File: src/rtl/pdm_mic_capture_if.sv
// Purpose : PCM sample stream between the PDM capture block and the next audio stage.
// Signals :
//   pcm_data  [OUT_W] decimated sample, driven by the producer
//   pcm_valid         pcm_data holds a sample not yet taken by the consumer
//   pcm_ready         consumer can take a sample
// Handshake: a sample moves on every clk posedge where pcm_valid & pcm_ready.
//   pcm_data is stable while pcm_valid is high until it is taken or overwritten.
//   pcm_ready has no effect while pcm_valid is low.
// Modports: master = producer (capture block), slave = consumer.
interface pdm_mic_capture_if #(
  parameter int OUT_W = 16
);
  logic [OUT_W-1:0] pcm_data;
  logic             pcm_valid;
  logic             pcm_ready;

  modport master (
    output pcm_data,
    output pcm_valid,
    input  pcm_ready
  );

  modport slave (
    input  pcm_data,
    input  pcm_valid,
    output pcm_ready
  );
endinterface

File: src/rtl/pdm_mic_capture.sv
// Purpose : Captures a 1-bit PDM microphone stream clocked by the divided mic clock.
//   It detects the mic clock rising edges in the clk domain, samples the PDM bit on each edge,
//   counts ones over a window of DECIM bits (boxcar decimation), and offers each window
//   result as a PCM word on a valid/ready stream.
// Ports   :
//   clk         system clock, all logic on posedge
//   reset       asynchronous active-high reset; release is re-timed to clk internally
//   mic_clk_in  divided mic clock (asynchronous to clk)
//   mic_data    PDM data bit from the microphone (asynchronous to clk)
//   pcm         pdm_mic_capture_if.master: pcm_data / pcm_valid / pcm_ready
//   overrun     sticky flag: a sample not yet taken was overwritten (cleared only by reset)
//   active      low in reset, high in normal operation
// Build option:
//   PDM_SIGNED_OUT_EN defined   -> pcm_data = ones - DECIM/2, two's complement, sign-extended
//   PDM_SIGNED_OUT_EN undefined -> pcm_data = ones count, zero-extended
// Parameters: DECIM (even, >= 2) PDM bits per sample; OUT_W output width (> clog2(DECIM+1)).
module pdm_mic_capture #(
  parameter int DECIM = 64,
  parameter int OUT_W = 16
) (
  input  logic              clk,
  input  logic              reset,
  input  logic              mic_clk_in,
  input  logic              mic_data,
  pdm_mic_capture_if.master pcm,
  output logic              overrun,
  output logic              active
);
  localparam int CNT_W = $clog2(DECIM);
  localparam int ACC_W = $clog2(DECIM + 1);
  localparam logic [CNT_W-1:0] LAST_BIT = CNT_W'(DECIM - 1);

  // Reset release re-timed to clk; run stays low for two cycles after reset drops.
  logic rst_q1;
  logic run;

  always_ff @(posedge clk or posedge reset) begin
    if (reset) begin
      rst_q1 <= 1'b0;
      run    <= 1'b0;
    end else begin
      rst_q1 <= 1'b1;
      run    <= rst_q1;
    end
  end

  assign active = run;

  // Two-flop synchronisers for mic clock and data, plus the delayed clock for edge detection.
  logic ck_s1;
  logic ck_s2;
  logic ck_d;
  logic dt_s1;
  logic dt_s2;

  always_ff @(posedge clk or posedge reset) begin
    if (reset) begin
      ck_s1 <= 1'b0;
      ck_s2 <= 1'b0;
      ck_d  <= 1'b0;
      dt_s1 <= 1'b0;
      dt_s2 <= 1'b0;
    end else begin
      ck_s1 <= mic_clk_in;
      ck_s2 <= ck_s1;
      ck_d  <= ck_s2;
      dt_s1 <= mic_data;
      dt_s2 <= dt_s1;
    end
  end

  // The synchronisers clear to 0, so a mic clock that is already high at reset release would
  // look like a rising edge. Edges are only accepted once the synchronised clock has been
  // seen low after release, so the first counted edge is a genuine 0->1 transition.
  logic armed;

  always_ff @(posedge clk or posedge reset) begin
    if (reset) begin
      armed <= 1'b0;
    end else if (!run) begin
      armed <= 1'b0;
    end else if (!ck_s2) begin
      armed <= 1'b1;
    end
  end

  logic             mic_edge;
  logic             win_end;
  logic [CNT_W-1:0] bit_cnt;
  logic [ACC_W-1:0] acc;
  logic [ACC_W-1:0] result;
  logic [OUT_W-1:0] pcm_word;

  assign mic_edge = armed & ck_s2 & ~ck_d;
  assign win_end  = mic_edge && (bit_cnt == LAST_BIT);
  // acc <= DECIM-1 before the last bit, so the sum fits in ACC_W bits.
  assign result   = acc + ACC_W'(dt_s2);

`ifdef PDM_SIGNED_OUT_EN
  logic signed [ACC_W:0] centred;

  always_comb begin
    centred  = $signed({1'b0, result}) - $signed((ACC_W + 1)'(DECIM / 2));
    pcm_word = OUT_W'(centred);
  end
`else
  always_comb begin
    pcm_word = OUT_W'(result);
  end
`endif

  // Window counter and ones accumulator; a stalled mic clock simply holds them.
  always_ff @(posedge clk or posedge reset) begin
    if (reset) begin
      bit_cnt <= '0;
      acc     <= '0;
    end else if (!run) begin
      bit_cnt <= '0;
      acc     <= '0;
    end else if (mic_edge) begin
      if (win_end) begin
        bit_cnt <= '0;
        acc     <= '0;
      end else begin
        bit_cnt <= bit_cnt + 1'b1;
        acc     <= result;
      end
    end
  end

  // Output register. A new result always loads; a transfer in the same cycle consumes the old
  // word, so pcm_valid stays high and no overrun is flagged. Loading over an untaken word
  // sets the sticky overrun flag.
  always_ff @(posedge clk or posedge reset) begin
    if (reset) begin
      pcm.pcm_data  <= '0;
      pcm.pcm_valid <= 1'b0;
      overrun       <= 1'b0;
    end else if (!run) begin
      pcm.pcm_data  <= '0;
      pcm.pcm_valid <= 1'b0;
      overrun       <= 1'b0;
    end else if (win_end) begin
      pcm.pcm_data  <= pcm_word;
      pcm.pcm_valid <= 1'b1;
      if (pcm.pcm_valid && !pcm.pcm_ready) begin
        overrun <= 1'b1;
      end
    end else if (pcm.pcm_valid && pcm.pcm_ready) begin
      pcm.pcm_valid <= 1'b0;
    end
  end
endmodule

File: src/flat_wrapper.sv
// flat-port wrapper written by rule: the top's interface ports become plain ports
module pdm_mic_capture_flat 
#(
  parameter int DECIM = 64,
  parameter int OUT_W = 16
)
  (clk, reset, mic_clk_in, mic_data, overrun, active, pcm_pcm_data, pcm_pcm_valid, pcm_pcm_ready);
  pdm_mic_capture_if #(.OUT_W(OUT_W)) pcm_i ();
  input  logic clk;
  input  logic reset;
  input  logic mic_clk_in;
  input  logic mic_data;
  output logic overrun;
  output logic active;
  output wire logic [$bits(pcm_i.pcm_data)-1:0] pcm_pcm_data;
  output wire logic [$bits(pcm_i.pcm_valid)-1:0] pcm_pcm_valid;
  input wire logic [$bits(pcm_i.pcm_ready)-1:0] pcm_pcm_ready;
  assign pcm_pcm_data = pcm_i.pcm_data;
  assign pcm_pcm_valid = pcm_i.pcm_valid;
  assign pcm_i.pcm_ready = pcm_pcm_ready;
  pdm_mic_capture #(.DECIM(DECIM), .OUT_W(OUT_W)) u_core (.clk(clk), .reset(reset), .mic_clk_in(mic_clk_in), .mic_data(mic_data), .pcm(pcm_i), .overrun(overrun), .active(active));
endmodule
File: config.mk
export PLATFORM = sky130hd
export DESIGN_NAME = pdm_mic_capture_flat
export DESIGN_NICKNAME = d
export VERILOG_FILES = /design/src/rtl/pdm_mic_capture_if.sv /design/src/rtl/pdm_mic_capture.sv /design/src/flat_wrapper.sv
export SDC_FILE = /design/constraint.sdc
export NUM_CORES = 1
export LEC_CHECK = 0
export CAP_MARGIN = 20
export CORE_ASPECT_RATIO = 1.75
export CORE_MARGIN = 8
export CORE_UTILIZATION = 47
export DETAILED_ROUTE_END_ITERATION = 16
export GPL_ROUTABILITY_DRIVEN = 0
export PLACE_DENSITY_LB_ADDON = 0.2
export SYNTH_ARGS = -nofsm -noshare
export SYNTH_HDL_FRONTEND = slang
export SYNTH_SLANG_ARGS = --single-unit
File: constraint.sdc
create_clock -name clk -period 1.4 [get_ports clk]
set_input_delay 0.28 -clock clk [delete_from_list [all_inputs] [get_ports clk]]
set_output_delay 0.28 -clock clk [all_outputs]
set_load 0.05 [all_outputs]
# --- Yosys cells after proc, flatten, opt, wreduce, memory -nomap -nowiden ---
# Index checks and enable logic that the tools add are counted.
totals:
  register_bits: 39
  in_bits: 5
  word_cells: 45
op_classes:
  n_addsub: 2
  eq_ne: 6
  n_mux: 16
  n_bitwise: 3
  reduce_logical: 5
op_table:
  columns: ["operator", "n"]
  rows:
  - ["2-to-1 mux 16 bit", 2]
  - ["2-to-1 mux 7 bit", 3]
  - ["2-to-1 mux 6 bit", 3]
  - ["2-to-1 mux 1 bit", 8]
  - ["!= test 2 bit (second input constant)", 4]
  - ["adder 7 x 1 -> 7 bit", 1]
  - ["adder 6 x 1 -> 6 bit (second input constant)", 1]
  - ["== test 6 bit (second input constant)", 1]
  - ["logical AND 1 bit", 3]
  - ["!= test 3 bit (second input constant)", 1]
  - ["AND 1 bit", 2]
  - ["AND reduction 2 bit", 1]
  - ["zero test 1 bit", 1]
  - ["NOT 1 bit", 1]

# --- Logic depth before layout (Yosys ltp) ---
logic_depth:
  ltp_word: 6
  depth_mapped: 6
  ltp_nobuf: 6

# --- Worst setup path before layout ---
# OpenSTA, ideal clock, no wires.
synth_timing:
  path_kind: "register to register"
  from: "reg u_core.run, in the netlist u_core.active"
  to: "reg u_core.acc[3]"
  setup_time_ns: 0.069
  arrival_ns: 1.316
  setup_slack_ns: 0.015
  stages_incl_launch_ff: 5
  synth_period_minus_slack_ns: 1.385
  cell_sequence: "dfrtp_1 -> clkbuf_1 -> clkbuf_1 -> nand4_1 -> nand3_1"
synth_via:
  elab_chain_cells: 1
  word_cells_on_any_way: 2
synth_rtl:
  columns: ["element", "line", "rtl"]
  rows:
  - ["from (decl)", "pdm_mic_capture.sv:35", "logic run;"]
  - ["from (signal assigned)", "pdm_mic_capture.sv:43", "run <= rst_q1;"]
  - ["!= test 2 bit (no source line) or 2-to-1 mux 7 bit (tied branches)", null, null]
  - ["to (signal assigned)", "pdm_mic_capture.sv:126", "acc <= result;"]
  - ["to (decl)", "pdm_mic_capture.sv:90", "logic [ACC_W-1:0] acc;"]
# Parallel ways exist; a longest one is shown, timed or not.
# A chain may end at the register's enable or synchronous reset.

# --- Worst setup path in the final report ---
layout_timing:
  from: "reg u_core.ck_s2"
  to: "reg u_core.acc[2]"
layout_via:
  elab_chain_cells: 6
  word_cells_on_any_way: 7
layout_rtl:
  columns: ["element", "line", "rtl"]
  rows:
  - ["from (decl)", "pdm_mic_capture.sv:51", "logic ck_s2;"]
  - ["from (signal assigned)", "pdm_mic_capture.sv:65", "ck_s2 <= ck_s1;"]
  - ["AND 1 bit (*) (2 in series)", "pdm_mic_capture.sv:94", "assign mic_edge = armed & ck_s2 & ~ck_d;"]
  - ["logical AND 1 bit", "pdm_mic_capture.sv:95", "assign win_end = mic_edge && (bit_cnt == LAST_BIT);"]
  - ["2-to-1 mux 7 bit", "pdm_mic_capture.sv:121", "if (win_end) begin"]
  - ["2-to-1 mux 7 bit", "pdm_mic_capture.sv:120", "end else if (mic_edge) begin"]
  - ["2-to-1 mux 7 bit", "pdm_mic_capture.sv:117", "end else if (!run) begin"]
# Mark *: on every way between the ends. The rest lies on a longest branch, timed or not. The select of a mux whose other input is x is not followed.

==> out/metrics.cfg <==
[timing]
setup_slack_ns=-0.0309
min_period_ns=1.43
setup-violations-final=2
timing.hold.ws_ns=0.341
skew_ns=0.00532
rsz0062_at_grt=yes
fin_tns_setup_ns=-0.0449
max_freq_mhz=699
maxSlewViolCount=0
fin_crit_sh_pct=102
finalHoldViolCount=0

[critical_path]
r2r_cells=6
cp.arrival_ns=1.63
cpPeakStageDelay_ns=0.35
critPathCapture=u_core.acc[2]
crit_path_end_kind=flip-flop
r2r_setup_slack_ns=-0.03
worstReg2RegEnd=u_core.acc[2]
crit_slowest_cell=dfrtp_1
worstPathMaxFanout=5
crit_chain=buf_4, buf_4, nand3b_1, nor3b_1, o21ai_0, a21boi_0
r2r_start=u_core.ck_s2
critPathKind=flip-flop to flip-flop
worst_path_most_repeated_cell=buf_4
start_kind=flip-flop
worstPathRequired_ns=1.60
worstSetupStartpoint=u_core.ck_s2

[cts]
numCtsBuffers=5
clk_latency_ns=0.28
clkSinkCount=30
cts_buffer_depth=2
path_clk_slew_ns=0.06
root_buffer=clkbuf_8
ctsHtreeMaxLevel=2
cts_tree=yes

[final_layout]
fill_cells=232
multi_input_area_um2=624
final_area_um2=1930
largest_registers=u_core.acc (7), u_core.pcm.pcm_data (7), u_core.bit_cnt (6)
regArea_um2=751
num-nets-final=176
area_delta_synth_final_pct=35.8
antenna_cells=0
layout-drive-gt1-share_pct=28.6
layoutNonFillerInstCount=196

[outcome]
status=complete, but fails checks
failed_checks=setup timing

[synthesis]
synth_cell_type_count=29
synth_top_flop_cell=dfrtp_1
netlist_instances=136
seq_area_frac_synth_pct=52.9
yosys_warnings=0
ys_async_sr_fraction_pct=100
syn_avg_cell_area_um2=10.4
synthesis.area_um2=1420
ys_ff_latch=30
synth_edf_count=0

[drt]
drc=0
wl_um=3190
vias=1098
ant_nets=0
wl_per_cell_um=16.3
viasPerCell=5.60
drt-initial-drc-count=33
drtPass1Iterations=4

[grt]
grt_pass1_vias=1119
grtUsageTotal_pct=12.3
antenna_found_initial=0
grt_overflow=0
grt_pass1_wl_um=4830
grt_start_max_net_pins=31

[hold_path]
hp-class=input pin to asynchronous set/reset pin

[power]
power.switching_mw=0.429
seqPwrFrac_pct=47.8
clockPowerShare_pct=43.4
total_leakage_power_nw=0.901
switching_share_pct=23.1
intPower_mw=1.43
peakVddDrop_v=0.000745
power.total_mw=1.86
combPwrFrac_pct=8.8
powerDensity_nw_per_um2=965

[floorplan]
pin_count=24
die_h_um=88.7
start_util_pct=49.0
core_region_area_um2=2900
chipWidth_um=57.6
rows=26
die_area_um2=5110

[placed_design]
port-buffer-count=14
placedCellCount=183
placed_area_um2=1730
hpwl_um=2010

[run]
cap_viol_max_count=0

placed cells by master, fill, tap and decap left out, drive strengths merged:
cell type	instances
nand2b	1
and4	2
nand3	11
o21ai	5
clkdlybuf4s50	4
nor3b	1
o211a	3
and2	2
buf	27
nand3b	3
or3	1
o21a	2
clkbuf	8
nor2b	1
and3	3
ha	4
conb	10
xnor2	6
and3b	1
a21oi	2
nand2	16
dfrtp	30
nand4	8
inv	2
nor2	6
a21boi	9
final cells by class:
class                   count  area share (%)
flip-flops and latches     30            38.9
multi-input cells          97            32.4
repair buffers             31            20.8
clock buffers               8            5.71
well taps                  28            1.82
inverters                   2           0.389
stage by stage:
stage,worst slack [ns],utilization [%]
global placement,0.0187,59.9
detailed placement,-0.0160,59.9
global route,-0.148,66.6
finish,-0.0309,66.6
floorplan,0.0151,-
CTS,0.00347,64.0
worst min-delay path by stage:
stage                        from           endpoint  depth (start not counted)
floorplan              mic_clk_in       u_core.ck_s1                          0
global placement     u_core.dt_s1       u_core.dt_s2                          0
detailed placement  u_core.rst_q1      u_core.active                          0
CTS                         reset       u_core.armed                          3
global route                reset       u_core.armed                          3
finish                      reset  u_core.bit_cnt[5]                          3
cells by family after synthesis:
kind of cell / after synthesis / synth area share (%)
AOI/OAI and AO/OA: 21 / 10.4
other: 2 / 0.529
and+or+nand+nor: 55 / 20.4
DFF: 30 / 52.9
xor gates and xnor gates: 6 / 3.70
buffers and inverters: 18 / 8.55
adders and majority gates: 4 / 3.52
Yosys cell counts, types with 3 or more instances:
library cell | number | share of area [%]
a21boi_0 | 6 | 3.2
a21boi_1 | 3 | 1.6
and3_1 | 3 | 1.3
buf_4 | 10 | 5.3
clkbuf_1 | 3 | 0.79
dfrtp_1 | 30 | 53
ha_1 | 4 | 3.5
nand2_1 | 16 | 4.2
nand3_1 | 11 | 3.9
nand3b_1 | 3 | 1.6
nand4_1 | 8 | 3.5
nor2_1 | 5 | 1.3
o211a_1 | 3 | 2.1
o21ai_0 | 5 | 1.8
xnor2_1 | 6 | 3.7
power by group through the flow:
stage	registers, mW	clock network [mW]	logic [mW]
2_1_floorplan	0.909	0	0.114
3_3_place_gp	0.903	0	0.148
3_5_place_dp	0.905	0	0.151
4_1_cts	0.889	0.826	0.150
5_1_grt	0.889	0.856	0.176
6_report	0.889	0.807	0.164
timing repair:
action,CTS,global route
gates cloned,0,1
setup buffers,0,4
hold buffers,0,0
pin swaps,2,4
setup endpoints to repair,2,17
resized for setup,2,13
critical path, delay by kind of cell (launching register included):
kind	cells	cell delay, ns
AO/OA/AOI/OAI	2	0.29
AND/OR/NAND/NOR	2	0.51
flip-flops	1	0.35
buffers and inverters	2	0.21
layer usage:
layer  track usage, %  vias to the layer above  wire length [µm]
met3             3.93                        8               118
li1                 -                      509                 -
met4             7.57                        0                76
met5                0                        -                 0
met2             22.6                       31              1760
met1             11.4                      550              1230
Power figures use the tool's default switching activity.
